## config.mk

```make
export PLATFORM = sky130hd
export DESIGN_NAME = ball_collision_resolver
export DESIGN_NICKNAME = d
export VERILOG_FILES = /design/src/rtl/ball_collision_resolver_pkg.sv /design/src/rtl/ball_collision_resolver_velocity_reflect.sv /design/src/rtl/ball_collision_resolver.sv
export SDC_FILE = /design/constraint.sdc
export NUM_CORES = 1
export LEC_CHECK = 0
export BUFFER_PORTS_ARGS = -buffer_cell sky130_fd_sc_hd__buf_2
export CAP_MARGIN = 20
export CELL_PAD_IN_SITES_DETAIL_PLACEMENT = 1
export CELL_PAD_IN_SITES_GLOBAL_PLACEMENT = 1
export CORE_ASPECT_RATIO = 1.1
export CORE_MARGIN = 2
export CORE_UTILIZATION = 50
export CTS_CLUSTER_SIZE = 12
export DETAILED_ROUTE_END_ITERATION = 6
export HOLD_SLACK_MARGIN = 0.15
export MAX_ROUTING_LAYER = met4
export PLACE_DENSITY_LB_ADDON = 0.05
export SYNTH_ARGS = -nofsm -noshare
export SYNTH_HDL_FRONTEND = slang
export SYNTH_SLANG_ARGS = --single-unit
```

## constraint.sdc

```tcl
create_clock -name clk_i -period 6.3 [get_ports clk_i]
set_input_delay 0.63 -clock clk_i [delete_from_list [all_inputs] [get_ports clk_i]]
set_output_delay 0.63 -clock clk_i [all_outputs]
set_load 0.02 [all_outputs]
```

## src/rtl/ball_collision_resolver_pkg.sv

```systemverilog
// Shared types and constants for the ball collision resolver: bumper reflection
// factors, FSM states and the wall integration helper.
package ball_collision_resolver_pkg;

  localparam int SCREEN_W  = 640;
  localparam int SCREEN_H  = 480;
  localparam int BALL_SIZE = 32;
  localparam int SPEED_W   = 11;
  localparam int PIX_W     = 11;
  localparam int POS_W     = 17;
  localparam int PROD_W    = 16;

  typedef struct packed {
    logic signed [3:0] xx;
    logic signed [3:0] yy;
    logic signed [3:0] xy;
    logic signed [3:0] yx;
  } COLLISION_FACTOR;

  typedef enum logic [1:0] {
    IDLE,
    CALC,
    APPLY,
    MOVE
  } state_e;

  typedef struct packed {
    logic signed [POS_W-1:0]   pos;
    logic signed [SPEED_W-1:0] speed;
  } axis_t;

  // One axis step: integrate, then clamp to [0, maxPix] and force the speed to point back inside.
  function automatic axis_t integrateAxis(
    input logic signed [POS_W-1:0]   pos,
    input logic signed [SPEED_W-1:0] speed,
    input int                        maxPix,
    input int                        fixedPoint
  );
    logic signed [POS_W-1:0]   newPos;
    logic signed [SPEED_W-1:0] mag;
    axis_t                     r;
    newPos  = pos + POS_W'(speed);
    mag     = speed[SPEED_W-1] ? -speed : speed;
    r.pos   = newPos;
    r.speed = speed;
    if (newPos[POS_W-1]) begin
      r.pos   = '0;
      r.speed = mag;
    end else if (int'(newPos >>> fixedPoint) > maxPix) begin
      r.pos   = POS_W'(maxPix << fixedPoint);
      r.speed = -mag;
    end
    return r;
  endfunction

endpackage

```

## src/rtl/ball_collision_resolver_velocity_reflect.sv

```systemverilog
// Combinational bumper reflection: 2x2 factor matrix times velocity, fixed-point
// shift, plus symmetric speed saturation for the registered result.
module ball_collision_resolver_velocity_reflect
  import ball_collision_resolver_pkg::*;
#(
  parameter int FACTOR_SHIFT = 1,
  parameter int MAX_SPEED    = 400
) (
  input  COLLISION_FACTOR           factor_i,
  input  logic signed [SPEED_W-1:0] vx_i,
  input  logic signed [SPEED_W-1:0] vy_i,
  output logic signed [PROD_W-1:0]  nx_o,
  output logic signed [PROD_W-1:0]  ny_o,
  input  logic signed [PROD_W:0]    rawX_i,
  input  logic signed [PROD_W:0]    rawY_i,
  output logic signed [SPEED_W-1:0] satX_o,
  output logic signed [SPEED_W-1:0] satY_o
);

  logic signed [PROD_W-1:0] xx, yy, xy, yx, vx, vy, sumX, sumY;

  function automatic logic signed [SPEED_W-1:0] clampSpeed(input logic signed [PROD_W:0] v);
    logic signed [SPEED_W-1:0] r;
    if (int'(v) > MAX_SPEED) begin
      r = SPEED_W'(MAX_SPEED);
    end else if (int'(v) < -MAX_SPEED) begin
      r = SPEED_W'(-MAX_SPEED);
    end else begin
      r = SPEED_W'(v);
    end
    return r;
  endfunction

  always_comb begin
    xx   = PROD_W'($signed(factor_i.xx));
    yy   = PROD_W'($signed(factor_i.yy));
    xy   = PROD_W'($signed(factor_i.xy));
    yx   = PROD_W'($signed(factor_i.yx));
    vx   = PROD_W'(vx_i);
    vy   = PROD_W'(vy_i);
    sumX = xx * vx + xy * vy;
    sumY = yx * vx + yy * vy;
    nx_o = sumX >>> FACTOR_SHIFT;
    ny_o = sumY >>> FACTOR_SHIFT;
  end

  assign satX_o = clampSpeed(rawX_i);
  assign satY_o = clampSpeed(rawY_i);

endmodule

```

## src/rtl/ball_collision_resolver.sv

```systemverilog
// Ball physics per frame: latch the first ball/bumper overlap, reflect the velocity
// at frame start, add gravity, saturate, integrate position and bounce off walls.
module ball_collision_resolver
  import ball_collision_resolver_pkg::*;
#(
  parameter int INIT_X       = 64,
  parameter int INIT_Y       = 64,
  parameter int INIT_SPEED_X = 40,
  parameter int INIT_SPEED_Y = 0,
  parameter int GRAVITY      = 4,
  parameter int MAX_SPEED    = 400,
  parameter int FACTOR_SHIFT = 1,
  parameter int FIXED_POINT  = 6,
  parameter int COOLDOWN     = 4,
  parameter int MAX_X        = SCREEN_W - BALL_SIZE - 1,
  parameter int MAX_Y        = SCREEN_H - BALL_SIZE - 1
) (
  input  logic                      clk_i,
  input  logic                      rst_ni,
  input  logic                      startOfFrame_i,
  input  logic                      drawBall_i,
  input  logic                      drawBumper_i,
  input  COLLISION_FACTOR           collisionFactor_i,
  output logic signed [PIX_W-1:0]   topLeftX_o,
  output logic signed [PIX_W-1:0]   topLeftY_o,
  output logic signed [SPEED_W-1:0] speedX_o,
  output logic signed [SPEED_W-1:0] speedY_o,
  output logic                      busy_o
);

  localparam int CD_W = $clog2(COOLDOWN + 1);
  localparam logic signed [POS_W-1:0]  INIT_POS_X = POS_W'(INIT_X * (1 << FIXED_POINT));
  localparam logic signed [POS_W-1:0]  INIT_POS_Y = POS_W'(INIT_Y * (1 << FIXED_POINT));
  localparam logic signed [PROD_W:0]   GRAV       = (PROD_W + 1)'(GRAVITY);

  state_e                    state_q, state_d;
  logic                      hitPending_q, hitPending_d;
  logic                      hitUse_q, hitUse_d;
  logic                      reflect_q, reflect_d;
  COLLISION_FACTOR           factor_q, factor_d;
  COLLISION_FACTOR           factorUse_q, factorUse_d;
  logic [CD_W-1:0]           cooldown_q, cooldown_d;
  logic signed [PROD_W-1:0]  nx_q, nx_d, ny_q, ny_d;
  logic signed [SPEED_W-1:0] speedX_q, speedX_d, speedY_q, speedY_d;
  logic signed [POS_W-1:0]   posX_q, posX_d, posY_q, posY_d;

  logic                      overlap;
  logic signed [PROD_W-1:0]  mulX, mulY;
  logic signed [PROD_W:0]    rawX, rawY;
  logic signed [SPEED_W-1:0] satX, satY;
  axis_t                     axisX, axisY;

  assign overlap = drawBall_i && drawBumper_i;
  assign rawX    = {nx_q[PROD_W-1], nx_q};
  assign rawY    = {ny_q[PROD_W-1], ny_q} + GRAV;
  assign axisX   = integrateAxis(posX_q, speedX_q, MAX_X, FIXED_POINT);
  assign axisY   = integrateAxis(posY_q, speedY_q, MAX_Y, FIXED_POINT);

  ball_collision_resolver_velocity_reflect #(
    .FACTOR_SHIFT (FACTOR_SHIFT),
    .MAX_SPEED    (MAX_SPEED)
  ) u_reflect (
    .factor_i (factorUse_q),
    .vx_i     (speedX_q),
    .vy_i     (speedY_q),
    .nx_o     (mulX),
    .ny_o     (mulY),
    .rawX_i   (rawX),
    .rawY_i   (rawY),
    .satX_o   (satX),
    .satY_o   (satY)
  );

  always_comb begin
    state_d = state_q;
    case (state_q)
      IDLE:    if (startOfFrame_i) state_d = CALC;
      CALC:    state_d = APPLY;
      APPLY:   state_d = MOVE;
      MOVE:    state_d = IDLE;
      default: state_d = IDLE;
    endcase
  end

  // At frame start the pending hit moves into the working slot, so an overlap on
  // that same cycle refills the pending slot and is reflected one frame later.
  always_comb begin
    hitPending_d = hitPending_q;
    hitUse_d     = hitUse_q;
    reflect_d    = reflect_q;
    factor_d     = factor_q;
    factorUse_d  = factorUse_q;
    cooldown_d   = cooldown_q;
    nx_d         = nx_q;
    ny_d         = ny_q;
    speedX_d     = speedX_q;
    speedY_d     = speedY_q;
    posX_d       = posX_q;
    posY_d       = posY_q;
    case (state_q)
      IDLE: begin
        if (startOfFrame_i) begin
          hitUse_d     = hitPending_q;
          factorUse_d  = factor_q;
          hitPending_d = overlap;
          if (overlap) factor_d = collisionFactor_i;
        end else if (overlap && !hitPending_q) begin
          hitPending_d = 1'b1;
          factor_d     = collisionFactor_i;
        end
      end
      CALC: begin
        reflect_d = hitUse_q && (cooldown_q == '0);
        if (reflect_d) begin
          nx_d = mulX;
          ny_d = mulY;
        end else begin
          nx_d = PROD_W'(speedX_q);
          ny_d = PROD_W'(speedY_q);
        end
      end
      APPLY: begin
        speedX_d = satX;
        speedY_d = satY;
        hitUse_d = 1'b0;
        if (reflect_q) begin
          cooldown_d = CD_W'(COOLDOWN);
        end else if (cooldown_q != '0) begin
          cooldown_d = cooldown_q - CD_W'(1);
        end
      end
      MOVE: begin
        posX_d   = axisX.pos;
        speedX_d = axisX.speed;
        posY_d   = axisY.pos;
        speedY_d = axisY.speed;
      end
      default: ;
    endcase
  end

  always_ff @(posedge clk_i or negedge rst_ni) begin
    if (!rst_ni) begin
      state_q      <= IDLE;
      hitPending_q <= 1'b0;
      hitUse_q     <= 1'b0;
      reflect_q    <= 1'b0;
      factor_q     <= '0;
      factorUse_q  <= '0;
      cooldown_q   <= '0;
      nx_q         <= '0;
      ny_q         <= '0;
      speedX_q     <= SPEED_W'(INIT_SPEED_X);
      speedY_q     <= SPEED_W'(INIT_SPEED_Y);
      posX_q       <= INIT_POS_X;
      posY_q       <= INIT_POS_Y;
    end else begin
      state_q      <= state_d;
      hitPending_q <= hitPending_d;
      hitUse_q     <= hitUse_d;
      reflect_q    <= reflect_d;
      factor_q     <= factor_d;
      factorUse_q  <= factorUse_d;
      cooldown_q   <= cooldown_d;
      nx_q         <= nx_d;
      ny_q         <= ny_d;
      speedX_q     <= speedX_d;
      speedY_q     <= speedY_d;
      posX_q       <= posX_d;
      posY_q       <= posY_d;
    end
  end

  assign topLeftX_o = PIX_W'(posX_q >>> FIXED_POINT);
  assign topLeftY_o = PIX_W'(posY_q >>> FIXED_POINT);
  assign speedX_o   = speedX_q;
  assign speedY_o   = speedY_q;
  assign busy_o     = (state_q != IDLE);

endmodule
```

== Word level (Yosys, flattened, before mapping) ==
Cells that the tools add are included.
Storage, ports and cells
  bits of input ports: 21
  register bits: 128
  word-level logic and storage cells: 90
  output and inout port bits: 45
Cells by class
  multipliers: 4
  reductions and logical operators: 19
  mux-type cells: 25
  magnitude comparators: 6
  add/subtract/negate cells: 10
  eq/ne operators: 7
Operator list (count)
  two-way mux 27 bit: 4
  two-way mux 16 bit: 5
  two-way mux 11 bit: 6
  multiplier 4 x 11 -> 15 bit: 4
  negation 11 bit: 4
  case mux 11 bit (2 select lines): 2
  adder 17 x 11 -> 17 bit: 2
  adder 16 bit: 2
  adder 16 x 4 -> 17 bit (second input constant): 1
  > comparator 17 x 10 -> 1 bit (second input constant): 1
  < comparator 17 x 10 -> 1 bit (second input constant): 1
  > comparator 16 x 10 -> 1 bit (second input constant): 1
  < comparator 16 x 10 -> 1 bit (second input constant): 1
  AND reduction 2 bit: 6
  > comparator 11 x 10 -> 1 bit (second input constant): 1
  > comparator 11 bit (second input constant): 1
  nonzero test 2 bit: 5
  case mux 2 bit (4 select lines): 1
  two-way mux 3 bit: 2
  != test 3 bit (second input constant): 2
  == test 2 bit (second input constant): 2
  logical AND 1 bit: 3
  zero test 3 bit: 1
  two-way mux 1 bit: 3
  10 further kinds: 10

== Longest topological paths before layout ==
Gate-level depths: netlist of run 1.
  depth in word-level cells: 6
  mapped depth: 27
  mapped depth without buffers: 26

== Cells and area by module ==
From an unflattened synthesis of run 1, not the netlist that was laid out.
Second synthesis, totals
  cells, all modules: 1764
  area, all modules: 15418.5 um^2
Modules (own cells, without submodules)
  ball_collision_resolver: area each 8363.0 um^2, sequential area each 3158.0 um^2, instances 1, cells an instance 935
  ball_collision_resolver_velocity_reflect: area each 7055.5 um^2, sequential area each 0.0 um^2, instances 1, cells an instance 829

== Worst setup path before layout of run 1 ==
No wires, ideal clock.
  kind: register to register
  start point: reg speedX_q[2] (netlist: speedX_o[2])
  end point: reg nx_q[12]
  required time: 6.163 ns
  cell stages (with the launch flop): 26
  period minus slack after synthesis: 5.739 ns
  buffers on the path: 2
  slack: 0.561 ns
  arrival time: 5.602 ns
  cells stage by stage: dfrtp_1 -> clkbuf_1 -> clkbuf_1 -> nand2_1 -> fa_1 -> fa_1 -> fa_1 -> inv_1 -> ha_1 -> inv_1 -> fa_1 -> nor2b_1 -> o21ai_0 -> a21boi_0 -> o21ai_0 -> a21boi_0 -> nor2_1 -> ha_1 -> inv_1 -> o21bai_1 -> a21o_1 -> o41ai_1 -> o21ai_0 -> xor2_1 -> a21oi_1 -> a21oi_1
Between the ends
  longest elaborated chain between the ends: 3
RTL lines
  from (decl): RTL line ball_collision_resolver.sv:44  | logic signed [SPEED_W-1:0] speedX_q, speedX_d, speedY_q, speedY_d;
  from (signal assigned): RTL line ball_collision_resolver.sv:153  | speedX_q <= SPEED_W'(INIT_SPEED_X);
  from (signal assigned): RTL line ball_collision_resolver.sv:167  | speedX_q <= speedX_d;
  multiplier 4 x 11 -> 15 bit: RTL line ball_collision_resolver_velocity_reflect.sv:41  | sumX = xx * vx + xy * vy;
  adder 16 bit: RTL line ball_collision_resolver_velocity_reflect.sv:41
  two-way mux 16 bit: RTL line ball_collision_resolver.sv:114  | if (reflect_d) begin
  to (signal assigned): RTL line ball_collision_resolver.sv:165  | nx_q <= nx_d;
  to (decl): RTL line ball_collision_resolver.sv:43  | logic signed [PROD_W-1:0] nx_q, nx_d, ny_q, ny_d;
No other way between the ends.
A chain may end at the register's enable or synchronous reset.

== Worst setup path after layout of run 1 ==
  start point: reg speedX_q[0] (netlist: speedX_o[0])
  end point: reg ny_q[14]
Between the ends
  longest elaborated chain between the ends: 3
RTL lines
  multiplier 4 x 11 -> 15 bit: RTL line ball_collision_resolver_velocity_reflect.sv:42  | sumY = yx * vx + yy * vy;
  adder 16 bit: RTL line ball_collision_resolver_velocity_reflect.sv:42
  two-way mux 16 bit: RTL line ball_collision_resolver.sv:114
  to (signal assigned): RTL line ball_collision_resolver.sv:166  | ny_q <= ny_d;
  to (decl): RTL line ball_collision_resolver.sv:43
No other way between the ends.

==> results.tsv, run 1 <==
metric	value	unit
commonest cells after routing, fill and taps aside	ha_1, nor2_1, dfrtp_1	
core area	29700	sq um
nets	2057	
final setup TNS	0	ps
post-route insts no fill	2153	
vias in the first global route	13800	
ANT nets after route	0	
Vias	13000	
Most used DFF post-synth	dfrtp_1	
Req. time, crit path	6680	ps
die area	31800	sq um
Post-synth EDFFs	0	
Final WS setup	422	ps
Hold Vio Cnt, Final	0	
DRC Markers	0	
Mapped Area	15200	sq um
Avg Synthesized Cell Area	8.65	sq um
dpl cell area	15800	sq um
Port Buffers	63	
crit path DAT	6260	ps
Clk Latency, worst-skew pair	460	ps
yosys warns	0	
Finished Cell Area	16400	sq um
routed wire length	43900	um
Longest Clk Path Bufs	2	
nature of the critical path endpoint	flop	
Fin Clk Skew	10.0	ps
total track usage	0.297	
share of flip-flops with an asynchronous set or reset	1.00	
first-pass GRT wire length	72600	um
diode count	0	
DR WL/cell	20.4	um
Tmin final	5880	ps
Worst Tran Pin Value	856	ps
dpl ws	418	ps
RSZ-0062 raised after global routing	false	
Detailed Routing Iterations Pass 1	5	
I/O pin total	66	
Max Freq	0.170	GHz
Critical Path Fanout Max	5	
root buf cell	clkbuf_16	
placed cell count	2121	
largest net degree at the start of global routing	81	
unique cell type count in the Yosys netlist	82	
most used cell, CP	fa_1	
vias per inst	6.02	
hold_buf cts	0	
#FFs+latches synth	124	
Largest stage delay, worst path	570	ps
H-tree depth	4	
CTS sink cnt	124	
area growth from synthesis to layout	7.57	%
chip width	170	um
GP Congestion	0.861	
floorplan row count	66	
Seq/Total Area, Yosys	0.204	
CTS tree	done	
initial antenna violation count	1	
critical path's slowest cell	fa_1	
DP Wirelength	33400	um
outcome	finished, final reports clean	
post-synthesis cell count	1759	
Initial DRC Count	735	
crit path cell chain	inv_1 > nand2_1 > fa_1 > fa_1 > fa_1 > inv_1 > ha_1 > inv_1 > fa_1 > nor2b_1 > o21ai_0 > a21boi_0 > o21ai_0 > a21boi_0 > nor2_1 > ha_1 > nand2b_1 > nand2_1 > a221o_1 > a31oi_1 > o21ai_0 > a2111o_1 > a21oi_1	
crit path kind	reg2reg	
final slew viol count	0	
Max Cap Violations	0	
crit start category	flop	
Overflow after GRT	0	
Hold Path Class	in2async	
commonest non-fill, non-tap cell in the layout	ha_1	
Die Ht	187	um
CTS Buf Count	17	
layout cells sized above 1	0.107	
Initial Utilization	0.512	
Final setup viols	0	
Reg2Reg Setup Slack	420	ps
part of the cycle the worst path needs	0.933	
Max-Slew Margin vs Limit	0.429	
Clock Pin Slew Worst Setup and Hold Paths	60	ps
-- path summary, 6_finish.rpt --
path                                    end                  from  depth (start not counted)
worst max-delay path               ny_q[14]           speedX_o[0]                         23
worst min-delay path             posY_q[10]                rst_ni                          1
worst max register to register     ny_q[14]           speedX_o[0]                         23
worst min register to register   posX_q[12]            posX_q[12]                          2
max in group asynchronous       speedX_o[2]                rst_ni                          2
min in group clk_i              factor_q[0]  collisionFactor_i[0]                          2
-- synthesized netlist by cell type (all sizes together) (5+ instances only) --
library cell / count / area (sq um)
xor2: 34 / 305
or3: 5 / 31.3
o31ai: 11 / 82.6
fa: 96 / 1920
o21bai: 17 / 128
clkbuf: 75 / 282
a22o: 16 / 140
and3: 13 / 81.3
and2: 119 / 744
nand2b: 25 / 156
nand3b: 5 / 37.5
mux2i: 7 / 70.1
a21o: 33 / 248
dfrtp: 120 / 3000
a211oi: 10 / 75.1
inv: 100 / 375
or2: 6 / 40.0
nor2b: 21 / 131
nor4: 5 / 31.3
buf: 33 / 229
o21ai: 97 / 489
nand4: 11 / 68.8
a31oi: 17 / 121
a2111oi: 5 / 62.6
ha: 174 / 2180
nor3: 29 / 145
o22ai: 11 / 68.8
xnor2: 82 / 718
nand2: 118 / 445
o211ai: 17 / 128
a21boi: 12 / 90.1
o21a: 12 / 90.1
nand3: 33 / 165
mux2: 35 / 394
nor2: 166 / 623
a21oi: 116 / 584
-- through the flow --
| stage | hold slack (ps) | utilization |
|---|---|---|
| after floorplan | 334 | - |
| after detailed placement | 471 | 0.531 |
| final | 242 | 0.550 |
| after global placement | 468 | 0.530 |
| after global routing | 294 | 0.550 |
| after CTS | 274 | 0.550 |
-- kinds of logic (layout without fill, tap and decap cells) --
group,count (synthesis),in the layout,synth area share
AO/OA/AOI/OAI,425,425,0.183
multiplexers,42,42,0.0305
adder cells (fa/ha/maj),270,270,0.269
flip-flops,124,124,0.204
AND/OR/NAND/NOR,571,571,0.187
XOR/XNOR,116,116,0.0673
buffers and inverters,210,229,0.0587
other,1,2,0.000247
-- layout make-up --
| cell class | count | area, sq um |
|---|---|---|
| clock buffers | 18 | 439 |
| flip-flops and latches | 124 | 3110 |
| repair buffers | 95 | 582 |
| multi-input cells | 1426 | 11200 |
| well taps | 374 | 468 |
| inverters | 102 | 383 |
| fillers | 3502 | 13400 |
| clock inverters | 14 | 144 |
-- routing by layer --
| layer | vias up | track usage | wire (um) | share of wire |
|---|---|---|---|---|
| met5 | - | - | 0 | 0 |
| met4 | 0 | 0.0697 | 742 | 0.017 |
| met3 | 64 | 0.0364 | 1570 | 0.036 |
| met2 | 223 | 0.510 | 22200 | 0.51 |
| met1 | 6560 | 0.373 | 19400 | 0.44 |
| li1 | 6111 | - | - | - |
-- critical path, delay by kind of cell (launching register included) --
family / cells / cell delay [ps]
fa+ha+maj: 6 / 2400
compound gates: 9 / 2140
simple gates: 5 / 550
flops: 1 / 380
buf+inv: 3 / 320
-- what timing repair did --
action | in CTS | in global routing
endpoints found under the setup margin | 0 | 3
buffers inserted | 0 | 0
gates resized for setup | 0 | 2
-- flip-flops by register name, summed over array words and instances (netlist names) --
| name | count |
|---|---|
| cooldown_q | 3 |
| state_q | 2 |
| posY_q | 16 |
| posX_q | 16 |
| factor_q | 16 |
| speedY_o | 11 |
| hitPending_q | 1 |
| ny_q | 15 |
| factorUse_q | 16 |
| nx_q | 15 |
| hitUse_q | 1 |
| reflect_q | 1 |
| speedX_o | 11 |
Power of run 1 is not shown: default switching activity piles up to over one toggle a cycle in this logic, so the estimate is an artifact.
==> run 2: changes to the inputs <==
--- a/config.mk
+++ b/config.mk
@@ -5,7 +5,7 @@
 export SDC_FILE = /design/constraint.sdc
 export NUM_CORES = 1
 export LEC_CHECK = 0
-export BUFFER_PORTS_ARGS = -buffer_cell sky130_fd_sc_hd__buf_2
+export BUFFER_PORTS_ARGS = -buffer_cell sky130_fd_sc_hd__buf_4
 export CAP_MARGIN = 20
 export CELL_PAD_IN_SITES_DETAIL_PLACEMENT = 1
 export CELL_PAD_IN_SITES_GLOBAL_PLACEMENT = 1
==> results.tsv, run 2 (synthesis gave the netlist of run 1 again) <==
metric	value	unit	change
outcome	finished, final reports clean		
floorplan row count	66		unchanged
Req. time, crit path	6610	ps	-70 ps
initial antenna violation count	1		unchanged
Tmin final	5890	ps	+10.5 ps
final slew viol count	0		unchanged
Initial DRC Count	798		+8.6%
dpl cell area	15900	sq um	+0.76%
ANT nets after route	0		unchanged
Max-Slew Margin vs Limit	0.244		-0.185
crit path launch	speedX_o[0]		
Vias	13000		+0.13%
Fin Clk Skew	8.89	ps	-1.14 ps
Initial Utilization	0.512		unchanged
Max Cap Violations	0		unchanged
diode count	0		unchanged
hold_buf cts	0		unchanged
routed wire length	45100	um	+2.7%
chip width	170	um	unchanged
core area	29700	sq um	unchanged
total track usage	0.306		+0.00931
Die Ht	187	um	unchanged
Hold Path Class	in2async		
I/O pin total	66		unchanged
RSZ-0062 raised after global routing	false		
largest net degree at the start of global routing	81		unchanged
Final setup viols	0		unchanged
Overflow after GRT	0		unchanged
CTS sink cnt	124		unchanged
nature of the critical path endpoint	flop		
DP Wirelength	33800	um	+1.3%
Clock Pin Slew Worst Setup and Hold Paths	60	ps	about the same
Finished Cell Area	16500	sq um	+0.88%
cts repair resizes	0		unchanged
H-tree depth	4		unchanged
layout cells sized above 1	0.106		-0.00100
area growth from synthesis to layout	8.51	%	
part of the cycle the worst path needs	0.935		+0.00167
DRC Markers	0		unchanged
crit path kind	reg2reg		
die area	31800	sq um	unchanged
CTS Buf Count	17		unchanged
Longest Clk Path Bufs	2		unchanged
postcts setup bufs	0		unchanged
crit path DAT	6190	ps	-70 ps
DR WL/cell	21.0	um	+2.8%
CTS tree	done		
GP Congestion	0.884		+2.6%
root buf cell	clkbuf_16		
vias in the first global route	14200		+3.0%
Hold Vio Cnt, Final	0		unchanged
first-pass GRT wire length	74700	um	+2.8%
reg2reg start	speedX_o[0]		
Detailed Routing Iterations Pass 1	5		unchanged
Max Freq	0.170	GHz	-0.18%
Critical Path Fanout Max	5		unchanged
nets	2055		-0.097%
commonest cells after routing, fill and taps aside	ha_1, nor2_1, and2_1, dfrtp_1, nand2_1		
Worst Tran Pin Value	1130	ps	+275 ps
Clk Latency, worst-skew pair	450	ps	about the same
commonest non-fill, non-tap cell in the layout	ha_1		
Port Buffers	63		unchanged
crit start category	flop		
vias per inst	6.03		+0.22%
final setup TNS	0	ps	unchanged
==> run 2: changes by cell type in the layout (fill, tap and decap cells not counted), sizes merged <==
| cell | previous run | this run |
|---|---|---|
| buf | 95 | 93 |
| inv | 103 | 102 |
| clkbuf | 18 | 21 |
| clkinvlp | 5 | 3 |
==> run 2: layer usage <==
| metal | GRT usage | wire [um] |
|---|---|---|
| met1 | 0.378 | 19700 |
| met2 | 0.516 | 22600 |
| met3 | 0.0398 | 1510 |
| met4 | 0.106 | 1300 |
| met5 | - | 0 |
==> run 2: worst paths after layout <==
kind / to / slack (ps) / cells after the start
max: nx_q[12] / 410 / 24
min: posY_q[10] / 250 / 1
max reg2reg: nx_q[12] / 410 / 24
min reg2reg: cooldown_q[1] / 480 / 2
max in group asynchronous: state_q[1] / 4880 / 2
min in group clk_i: factor_q[6] / 400 / 2
==> run 2: area by class of cell <==
cell class	count	area [sq um]
timing repair buffer	93	702
clock buffer	21	470
sequential	124	3110
multi-input combinational	1426	11200
tap	374	468
clock inverter	11	135
inverter	102	383
fill	3506	13200
==> run 2: stage by stage <==
step	std cells	worst slack, ps	util	hold slack, ps
floorplan	1760	561	-	334
global placement	2119	623	0.535	465
detailed placement	2119	153	0.535	471
CTS	2151	156	0.555	272
global route	2151	4.20	0.555	291
finish	2151	412	0.555	252
==> run 2: critical path, cell delays in order, from the launching register on <==
cell	delay, ps
dfrtp_1	380
inv_1	210
nand2_1	140
fa_1	520
fa_1	570
fa_1	420
inv_1	80
ha_1	170
inv_1	60
fa_1	410
nor2b_1	130
o21ai_0	100
a21boi_0	260
o21ai_0	160
a21boi_1	230
nor2_1	80
ha_1	310
inv_1	110
o21bai_1	80
a21o_1	220
o41ai_2	430
o21ai_0	240
xor2_1	180
a21oi_1	160
a21oi_1	80
Power of run 2 is left out for the same reason.
